[src/rtl/serdes_pkg.sv]
// Shared definitions for the serial encryptor/decryptor pair: state encoding,
// byte width, default key and the byte cipher primitive.
package serdes_pkg;

  localparam int unsigned BYTE_W = 8;

  localparam logic [127:0] DEFAULT_KEY = 128'h0F1E_2D3C_4B5A_6978_8796_A5B4_C3D2_E134;

  typedef enum logic [1:0] {
    ST_IDLE    = 2'd0,
    ST_RECV    = 2'd1,
    ST_DECRYPT = 2'd2
  } state_t;

  // Symmetric XOR cipher: the same operation encrypts and decrypts.
  function automatic logic [BYTE_W-1:0] xor_byte(input logic [BYTE_W-1:0] data,
                                                  input logic [BYTE_W-1:0] key_byte);
    return data ^ key_byte;
  endfunction

endpackage

[src/rtl/serdes_byte_fifo2.sv]
// Two-entry valid/ready byte FIFO with registered head, full flag and
// push/pop counters. A push while full is accepted only with a same-cycle pop.
module serdes_byte_fifo2
  import serdes_pkg::*;
(
  input  logic              clk,
  input  logic              rst,
  input  logic              i_push,
  input  logic [BYTE_W-1:0] i_data,
  input  logic              i_pop,
  output logic [BYTE_W-1:0] o_data,
  output logic              o_valid,
  output logic              o_full,
  output logic [7:0]        o_push_cnt,
  output logic [7:0]        o_pop_cnt
);

  logic [BYTE_W-1:0] r_mem0;
  logic [BYTE_W-1:0] r_mem1;
  logic [1:0]        r_count;
  logic              r_valid;
  logic              r_full;
  logic [7:0]        r_push_cnt;
  logic [7:0]        r_pop_cnt;

  logic              w_pop;
  logic              w_push;
  logic [1:0]        w_count_nxt;

  assign w_pop  = i_pop & r_valid;
  assign w_push = i_push & (~r_full | w_pop);

  always_comb begin
    w_count_nxt = r_count;
    case ({w_push, w_pop})
      2'b10:   w_count_nxt = r_count + 2'd1;
      2'b01:   w_count_nxt = r_count - 2'd1;
      default: w_count_nxt = r_count;
    endcase
  end

  // Shift-style storage keeps the head in r_mem0 so o_data is a plain register.
  always_ff @(posedge clk or posedge rst) begin
    if (rst) begin
      r_mem0     <= '0;
      r_mem1     <= '0;
      r_count    <= 2'd0;
      r_valid    <= 1'b0;
      r_full     <= 1'b0;
      r_push_cnt <= 8'd0;
      r_pop_cnt  <= 8'd0;
    end else begin
      r_count <= w_count_nxt;
      r_valid <= (w_count_nxt != 2'd0);
      r_full  <= (w_count_nxt == 2'd2);
      if (w_push) r_push_cnt <= r_push_cnt + 8'd1;
      if (w_pop)  r_pop_cnt  <= r_pop_cnt + 8'd1;
      case ({w_push, w_pop})
        2'b11: begin
          if (r_count == 2'd1) begin
            r_mem0 <= i_data;
          end else begin
            r_mem0 <= r_mem1;
            r_mem1 <= i_data;
          end
        end
        2'b10: begin
          if (r_count == 2'd0) r_mem0 <= i_data;
          else                 r_mem1 <= i_data;
        end
        2'b01:   r_mem0 <= r_mem1;
        default: r_mem0 <= r_mem0;
      endcase
    end
  end

  assign o_data     = r_mem0;
  assign o_valid    = r_valid;
  assign o_full     = r_full;
  assign o_push_cnt = r_push_cnt;
  assign o_pop_cnt  = r_pop_cnt;

endmodule

[src/rtl/secure_serdes_decryptor_core.sv]
// Receive-side serial decryptor: deserializes MSB-first cipher bytes, XORs with
// a key slice and queues the plaintext in a 2-entry buffer with sticky errors.
module secure_serdes_decryptor_core
  import serdes_pkg::*;
#(
  parameter int unsigned KEY_LSB    = 0,
  parameter int unsigned FIFO_DEPTH = 2
) (
  input  logic              clk,
  input  logic              rst,
  input  logic [127:0]      key,
  input  logic              frame_start,
  input  logic              cipher_in,
  output logic [BYTE_W-1:0] m_data,
  output logic              m_valid,
  input  logic              m_ready,
  output logic              busy,
  output logic              err_frame,
  output logic              err_overflow,
  input  logic              clr_err,
  output logic [7:0]        frame_cnt
);

  state_t            r_state;
  logic [BYTE_W-1:0] r_shreg;
  logic [2:0]        r_bit_cnt;
  logic              r_busy;
  logic              r_err_frame;
  logic              r_err_overflow;

  logic              w_push;
  logic              w_pop;
  logic              w_full;
  logic              w_frame_set;
  logic              w_overflow_set;
  logic [BYTE_W-1:0] w_plain;
  logic [7:0]        w_pop_cnt;

  assign w_plain        = xor_byte(r_shreg, key[KEY_LSB +: BYTE_W]);
  assign w_push         = (r_state == ST_DECRYPT);
  assign w_pop          = m_valid & m_ready;
  assign w_frame_set    = (r_state == ST_RECV) & frame_start;
  assign w_overflow_set = w_push & w_full & ~w_pop;

  // Receive FSM; a new error event wins over a same-cycle clear.
  always_ff @(posedge clk or posedge rst) begin
    if (rst) begin
      r_state        <= ST_IDLE;
      r_shreg        <= '0;
      r_bit_cnt      <= 3'd0;
      r_busy         <= 1'b0;
      r_err_frame    <= 1'b0;
      r_err_overflow <= 1'b0;
    end else begin
      r_err_frame    <= w_frame_set | (r_err_frame & ~clr_err);
      r_err_overflow <= w_overflow_set | (r_err_overflow & ~clr_err);
      case (r_state)
        ST_IDLE, ST_DECRYPT: begin
          if (frame_start) begin
            r_shreg   <= {7'b0, cipher_in};
            r_bit_cnt <= 3'd1;
            r_state   <= ST_RECV;
            r_busy    <= 1'b1;
          end else begin
            r_state <= ST_IDLE;
            r_busy  <= 1'b0;
          end
        end
        ST_RECV: begin
          r_busy <= 1'b1;
          if (frame_start) begin
            r_shreg   <= {7'b0, cipher_in};
            r_bit_cnt <= 3'd1;
            r_state   <= ST_RECV;
          end else begin
            r_shreg   <= {r_shreg[6:0], cipher_in};
            r_bit_cnt <= r_bit_cnt + 3'd1;
            if (r_bit_cnt == 3'd7) r_state <= ST_DECRYPT;
            else                   r_state <= ST_RECV;
          end
        end
        default: begin
          r_state <= ST_IDLE;
          r_busy  <= 1'b0;
        end
      endcase
    end
  end

  serdes_byte_fifo2 u_fifo (
    .clk        (clk),
    .rst        (rst),
    .i_push     (w_push),
    .i_data     (w_plain),
    .i_pop      (m_ready),
    .o_data     (m_data),
    .o_valid    (m_valid),
    .o_full     (w_full),
    .o_push_cnt (frame_cnt),
    .o_pop_cnt  (w_pop_cnt)
  );

  assign busy         = r_busy;
  assign err_frame    = r_err_frame;
  assign err_overflow = r_err_overflow;

endmodule
[config.mk]
export PLATFORM = sky130hd
export DESIGN_NAME = secure_serdes_decryptor_core
export DESIGN_NICKNAME = d
export VERILOG_FILES = /design/src/rtl/serdes_pkg.sv /design/src/rtl/serdes_byte_fifo2.sv /design/src/rtl/secure_serdes_decryptor_core.sv
export SDC_FILE = /design/constraint.sdc
export NUM_CORES = 1
export LEC_CHECK = 0
export ABC_AREA = 1
export CAP_MARGIN = 20
export CORE_MARGIN = 10
export CORE_UTILIZATION = 39
export DETAILED_ROUTE_END_ITERATION = 10
export GPL_ROUTABILITY_DRIVEN = 0
export PLACE_DENSITY = 0.87
export SYNTH_ARGS = -nofsm -noshare
export SYNTH_HDL_FRONTEND = slang
export SYNTH_SLANG_ARGS = --single-unit
[constraint.sdc]
create_clock -name clk -period 2.9 [get_ports clk]
set_input_delay 0.58 -clock clk [delete_from_list [all_inputs] [get_ports clk]]
set_output_delay 0.58 -clock clk [all_outputs]
set_load 0.02 [all_outputs]
# Word level (Yosys, flattened, before mapping)
# Index checks and enable logic that the tools add are counted.
# classes
eq_ne,12
add_sub_neg,4
n_bitwise,14
mux,19
n_reduce_logical,10
n_mul,0
div_mod_pow,0
shift,0
n_lt_le_gt_ge,0
# ops
operator,count
2-to-1 mux 8 bit,6
case mux 8 bit (2 select lines),2
case mux 8 bit (3 select lines),1
adder 8 x 1 -> 8 bit (second input constant),1
equality test 2 bit (second input constant),4
case mux 2 bit (2 select lines),2
XOR 8 bit,1
AND 1 bit,7
equality test 2 x 1 -> 1 bit (second input constant),3
2-to-1 mux 3 bit,2
!= test 2 bit (second input constant),3
case mux 3 bit (2 select lines),1
nonzero test 2 bit,3
logical NOT 2 bit,2
2-to-1 mux 2 bit,2
AND reduction 2 bit,2
adder 3 x 1 -> 3 bit (second input constant),1
equality test 3 bit (second input constant),1
NOT 1 bit,3
OR 1 bit,3
AND reduction 3 bit,1
nonzero test 3 bit,1
adder 2 x 1 -> 2 bit (second input constant),1
2-to-1 mux 1 bit,2
other kinds (4),4
# totals
in_bits,134
ramBits,0
reg_bits,44
out_inout_bits,20
elab_cells,71
romBits,0
n_memories,0
latchBits,0

# Depth between registers and ports, before layout
# depth
ltp_word,6
ltp_mapped,13
mapped_depth_nobuf,11

# Hierarchy
# From an unflattened synthesis, not the netlist that was laid out.
# hier_totals
cells_unflattened,339
area_unflattened_um2,2805.2
# by_module_without_submodules
mod,area_each_um2,seq_area_each_um2,n_inst,cells_per_inst
serdes_byte_fifo2,2025.7,900.9,1,255
secure_serdes_decryptor_core,779.5,400.4,1,84

# Worst setup path before layout
# OpenSTA, ideal clock, no wires.
# synth_path
path_kind,input -> register
start,input m_ready
end,"register u_fifo.r_mem0[1], in the netlist u_fifo.o_data[1]"
setup_time_ps,117
t_arrival_ps,1862
path_slack_ps,922
path_buffers,2
required_ps,2783
path_stages,12
path_cell_list,nand2_2 a21oi_2 buf_6 inv_1 ha_1 inv_2 buf_6 nor2_1 nand2_1 nand2_1 nand2_1 nand2_1
# synth_between
elab_chain_cells,6
elab_cells_between_ends,10
classes_between,eq/ne: 4; mux: 1; bitwise: 3; reduce/logical: 2
# synth_lines
element,line_no,rtl
"start, declared",secure_serdes_decryptor_core.sv:16,"input logic m_ready,"
AND 1 bit *,serdes_byte_fifo2.sv:30,assign w_pop = i_pop & r_valid;
OR 1 bit *,serdes_byte_fifo2.sv:31,assign w_push = i_push & (~r_full | w_pop);
AND 1 bit *,serdes_byte_fifo2.sv:31,
net u_fifo.w_push,serdes_byte_fifo2.sv:27,logic w_push;
equality test 2 bit or equality test 2 x 1 -> 1 bit (tied branches),serdes_byte_fifo2.sv:58,"case ({w_push, w_pop})"
!= test 2 x 1 -> 1 bit (no source line) or nonzero test 3 bit (tied branches),-,
AND reduction 2 bit (no source line),-,
"end signal, assigned",serdes_byte_fifo2.sv:61,r_mem0 <= i_data;
"end signal, assigned",serdes_byte_fifo2.sv:63,r_mem0 <= r_mem1;
"end signal, assigned",serdes_byte_fifo2.sv:68,if (r_count == 2'd0) r_mem0 <= i_data;
"end, declared",serdes_byte_fifo2.sv:18,logic [BYTE_W-1:0] r_mem0;
# Mark *: on every way through the listed nets, which the timed path passes. The rest lies on a longest branch.
# A chain may end at the register's enable or synchronous reset.

# Final worst setup path
# layout_path
start,input m_ready
end,"register u_fifo.r_valid, in the netlist u_fifo.o_valid"
# layout_between
elab_chain_cells,6
elab_cells_between_ends,7
classes_between,eq/ne: 2; mux: 1; bitwise: 3; reduce/logical: 1
# layout_lines
element,line_no,rtl
AND 1 bit *,serdes_byte_fifo2.sv:30,
OR 1 bit,serdes_byte_fifo2.sv:31,
AND 1 bit,serdes_byte_fifo2.sv:31,
equality test 2 x 1 -> 1 bit or equality test 2 bit (tied branches),serdes_byte_fifo2.sv:35,"case ({w_push, w_pop})"
case mux 2 bit (2 select lines) *,serdes_byte_fifo2.sv:35,
net u_fifo.w_count_nxt[1],serdes_byte_fifo2.sv:28,logic [1:0] w_count_nxt;
nonzero test 2 bit *,serdes_byte_fifo2.sv:54,r_valid <= (w_count_nxt != 2'd0);
"end signal, assigned",serdes_byte_fifo2.sv:54,
"end, declared",serdes_byte_fifo2.sv:21,logic r_valid;
# Marks and branches as above.

==> flow_metrics.env <==
export IMPL_status="finished, final reports clean"
export IMPL_fin_setup_tns_ns=0
export IMPL_clockBufferDepth=2
export IMPL_fin_crit_ns=2.40
export IMPL_row_count=28
export IMPL_grt_pass1_wl_um=9060
export IMPL_chipWidth_um=98.4
export IMPL_dp_cells=416
export IMPL_ff2ff_setup_slack_ns=0.89
export IMPL_syn_inst=313
export IMPL_setup_viol=0
export IMPL_p_leak_nw=1.48
export IMPL_synth_cell_types=24
export IMPL_antenna_found_initial=0
export IMPL_drive_above_1_share=0.0690
export IMPL_cts_tree="yes"
export IMPL_yosys_area_share_simple=0.294
export IMPL_coreArea_um2=5960
export IMPL_max_cap_viol_count=0
export IMPL_initial_utilization=0.402
export IMPL_arrival_ns=2.64
export IMPL_fin_nets=492
export IMPL_cp_required_ns=3.14
export IMPL_wl_met2_um=2370
export IMPL_crit_path_start_kind="input pin"
export IMPL_reg2reg_from="u_fifo.o_valid"
export IMPL_mappedNetlistNets=457
export IMPL_ys_warn_count=0
export IMPL_grt_pass1_vias=2040
export IMPL_hold_path_depth=2
export IMPL_hold_start="r_bit_cnt[1]"
export IMPL_insertion_delay_ns=0.30
export IMPL_worstPathMaxFanout=19
export IMPL_synth_area_um2=2390
export IMPL_worstMarginPinSlew_ns=0.624
export IMPL_post_cts_setup_buffers=0
export IMPL_syn_avg_cell_area_um2=7.65
export IMPL_fmax_mhz=417
export IMPL_vias=1979
export IMPL_top_level_ports=154
export IMPL_fp_dieH_um=98.4
export IMPL_crit_path_start="m_ready"
export IMPL_synth_xor_area_frac=0.0183
export IMPL_wl_per_cell_um=12.0
export IMPL_top_layer_used="met4"
export IMPL_postCtsResizedCells=0
export IMPL_grt_max_degree=45
export IMPL_synth_top_family_by_area="simple AND/OR/NAND/NOR gates"
export IMPL_drt_pass1_iter_count=4
export IMPL_skew_ns=0.00676
export IMPL_fillers=580
export IMPL_first_iter_violations=145
export IMPL_antenna_cells=0
export IMPL_worst_setup_path_end_kind="register"
export IMPL_worstSetupPathType="input pin to register"
export IMPL_clkTransAtPathRegs_ns=0.08
export IMPL_dr_wl_met3_um=394
export IMPL_ant_nets=0
export IMPL_fin_cells=423
export IMPL_areaGrowthSynthToFinish_pct=19.7
export IMPL_pre_cts_ws_ns=0.217
export IMPL_synth_compound_area_frac=0.0810
export IMPL_maxSlewHeadroom=0.584
export IMPL_met1Wirelength_um=2220
export IMPL_peakVddDrop_v=0.000353
export IMPL_cts_sinks=44
export IMPL_root_buffer="clkbuf_8"
export IMPL_slew_viol_final=0
export IMPL_wl_um=5060
export IMPL_cts_inserted_buffers=5
export IMPL_holdBufCountCts=0
export IMPL_place_hpwl_um=3730
export IMPL_synthMuxAreaShare=0
export IMPL_ys_seq_elements=44
export IMPL_detail_route_vias_per_cell=4.68
export IMPL_io_buffers=33
export IMPL_die_area_um2=9670
export IMPL_rsz0062_at_grt="no"
export IMPL_timing_rr_end="u_fifo.o_valid"
export IMPL_hold_viol_final=0
export IMPL_overflow=0
export IMPL_r2r_cells=9
export IMPL_worst_slack_ns=0.500
export IMPL_pwr_density_cell_nw_per_um2=643
export IMPL_grt_usage=0.111
export IMPL_drc=0
export IMPL_period_share=0.828
export IMPL_min_to="r_bit_cnt[1]"
export IMPL_cts_max_level=2
export IMPL_hold_class="register to register"
export IMPL_synth_fa_ha_area_frac=0.0522
export IMPL_seq_area_frac_synth=0.460
## worst max-delay path: stages
cell and delay [ns]:
clkdlybuf4s50_1 0.47, nand2_2 0.12, a21oi_2 0.29, inv_1 0.15, ha_1 0.34, inv_2 0.25, o211ai_1 0.17, o21ai_2 0.09
inv_1 0.08, nand3_1 0.08
## state kept, by name, indices dropped and copies added, names as in the netlist
name               flops
u_fifo.r_mem1          8
u_fifo.o_data          8
err_overflow           1
r_shreg                8
r_bit_cnt              3
u_fifo.r_count         2
busy                   1
u_fifo.o_full          1
u_fifo.o_push_cnt      8
err_frame              1
r_state                2
u_fifo.o_valid         1
## cells by family after synthesis
logic type	after synthesis
and+or+nand+nor	177
buffers and inverters	50
DFF	44
AOI/OAI and AO/OA	27
adders and majority gates	10
xor gates and xnor gates	5
## power breakdown
group	total (W)	switching, W	internal [W]	leakage, nW
combinational	0.000580	0.000330	0.000250	0.926
clock	0.000412	0.000200	0.000212	0.0503
sequential	0.000852	0.0000952	0.000757	0.500
## metrics by stage
stage	instance area [um^2]	hold slack (ns)	total power [W]	utilization
6_report	2870	0.481	0.00184	0.482
5_1_grt	2870	0.504	0.00198	0.482
4_1_cts	2870	0.490	0.00186	0.482
3_3_place_gp	2770	0.458	0.00141	0.465
3_5_place_dp	2770	0.471	0.00144	0.465
2_1_floorplan	2390	0.446	0.00121	-
## layer usage
| layer | vias up | track usage |
|---|---|---|
| li1 | 1026 | - |
| met1 | 891 | 0.128 |
| met5 | - | 0 |
| met2 | 54 | 0.183 |
| met4 | 0 | 0.0430 |
| met3 | 8 | 0.0381 |
## Yosys cell counts, drive strengths merged
master,n,share of area
xor2,3,0.011
ha,10,0.052
o21ai,12,0.030
o211ai,3,0.015
xnor2,2,0.0073
nand2,141,0.23
a21oi,3,0.013
dfrtp,44,0.46
inv,42,0.066
nand4,2,0.0052
nand3,15,0.033
o22ai,9,0.024
buf,8,0.029
nor2,19,0.030
## placed cells by master, fill, tap and decap left out, drive strengths merged
cell / count
inv: 42
nand2: 141
nor2: 19
xor2: 3
a21oi: 3
ha: 10
clkbuf: 7
clkdlybuf4s50: 33
nand4: 2
buf: 3
o22ai: 9
dfrtp: 44
o21ai: 12
xnor2: 2
nand3: 15
o211ai: 3
## area by class of cell
class                           instances  area, um^2  share of cell area
Timing Repair Buffer                   36         353               0.123
Tap cell                               75        93.8              0.0327
Multi-Input combinational cell        219        1070               0.372
Inverter                               42         158              0.0550
Clock buffer                            7        96.3              0.0336
Sequential cell                        44        1100               0.384
## worst max-delay path by stage
| stage | endpoint | depth (start not counted) |
|---|---|---|
| 2_1_floorplan | u_fifo.o_data[1] | 12 |
| 3_3_place_gp | u_fifo.o_valid | 10 |
| 3_5_place_dp | u_fifo.o_valid | 10 |
| 4_1_cts | u_fifo.o_valid | 10 |
| 5_1_grt | u_fifo.o_data[4] | 11 |
| 6_report | u_fifo.o_valid | 10 |
(Power assumes the default switching activity.)
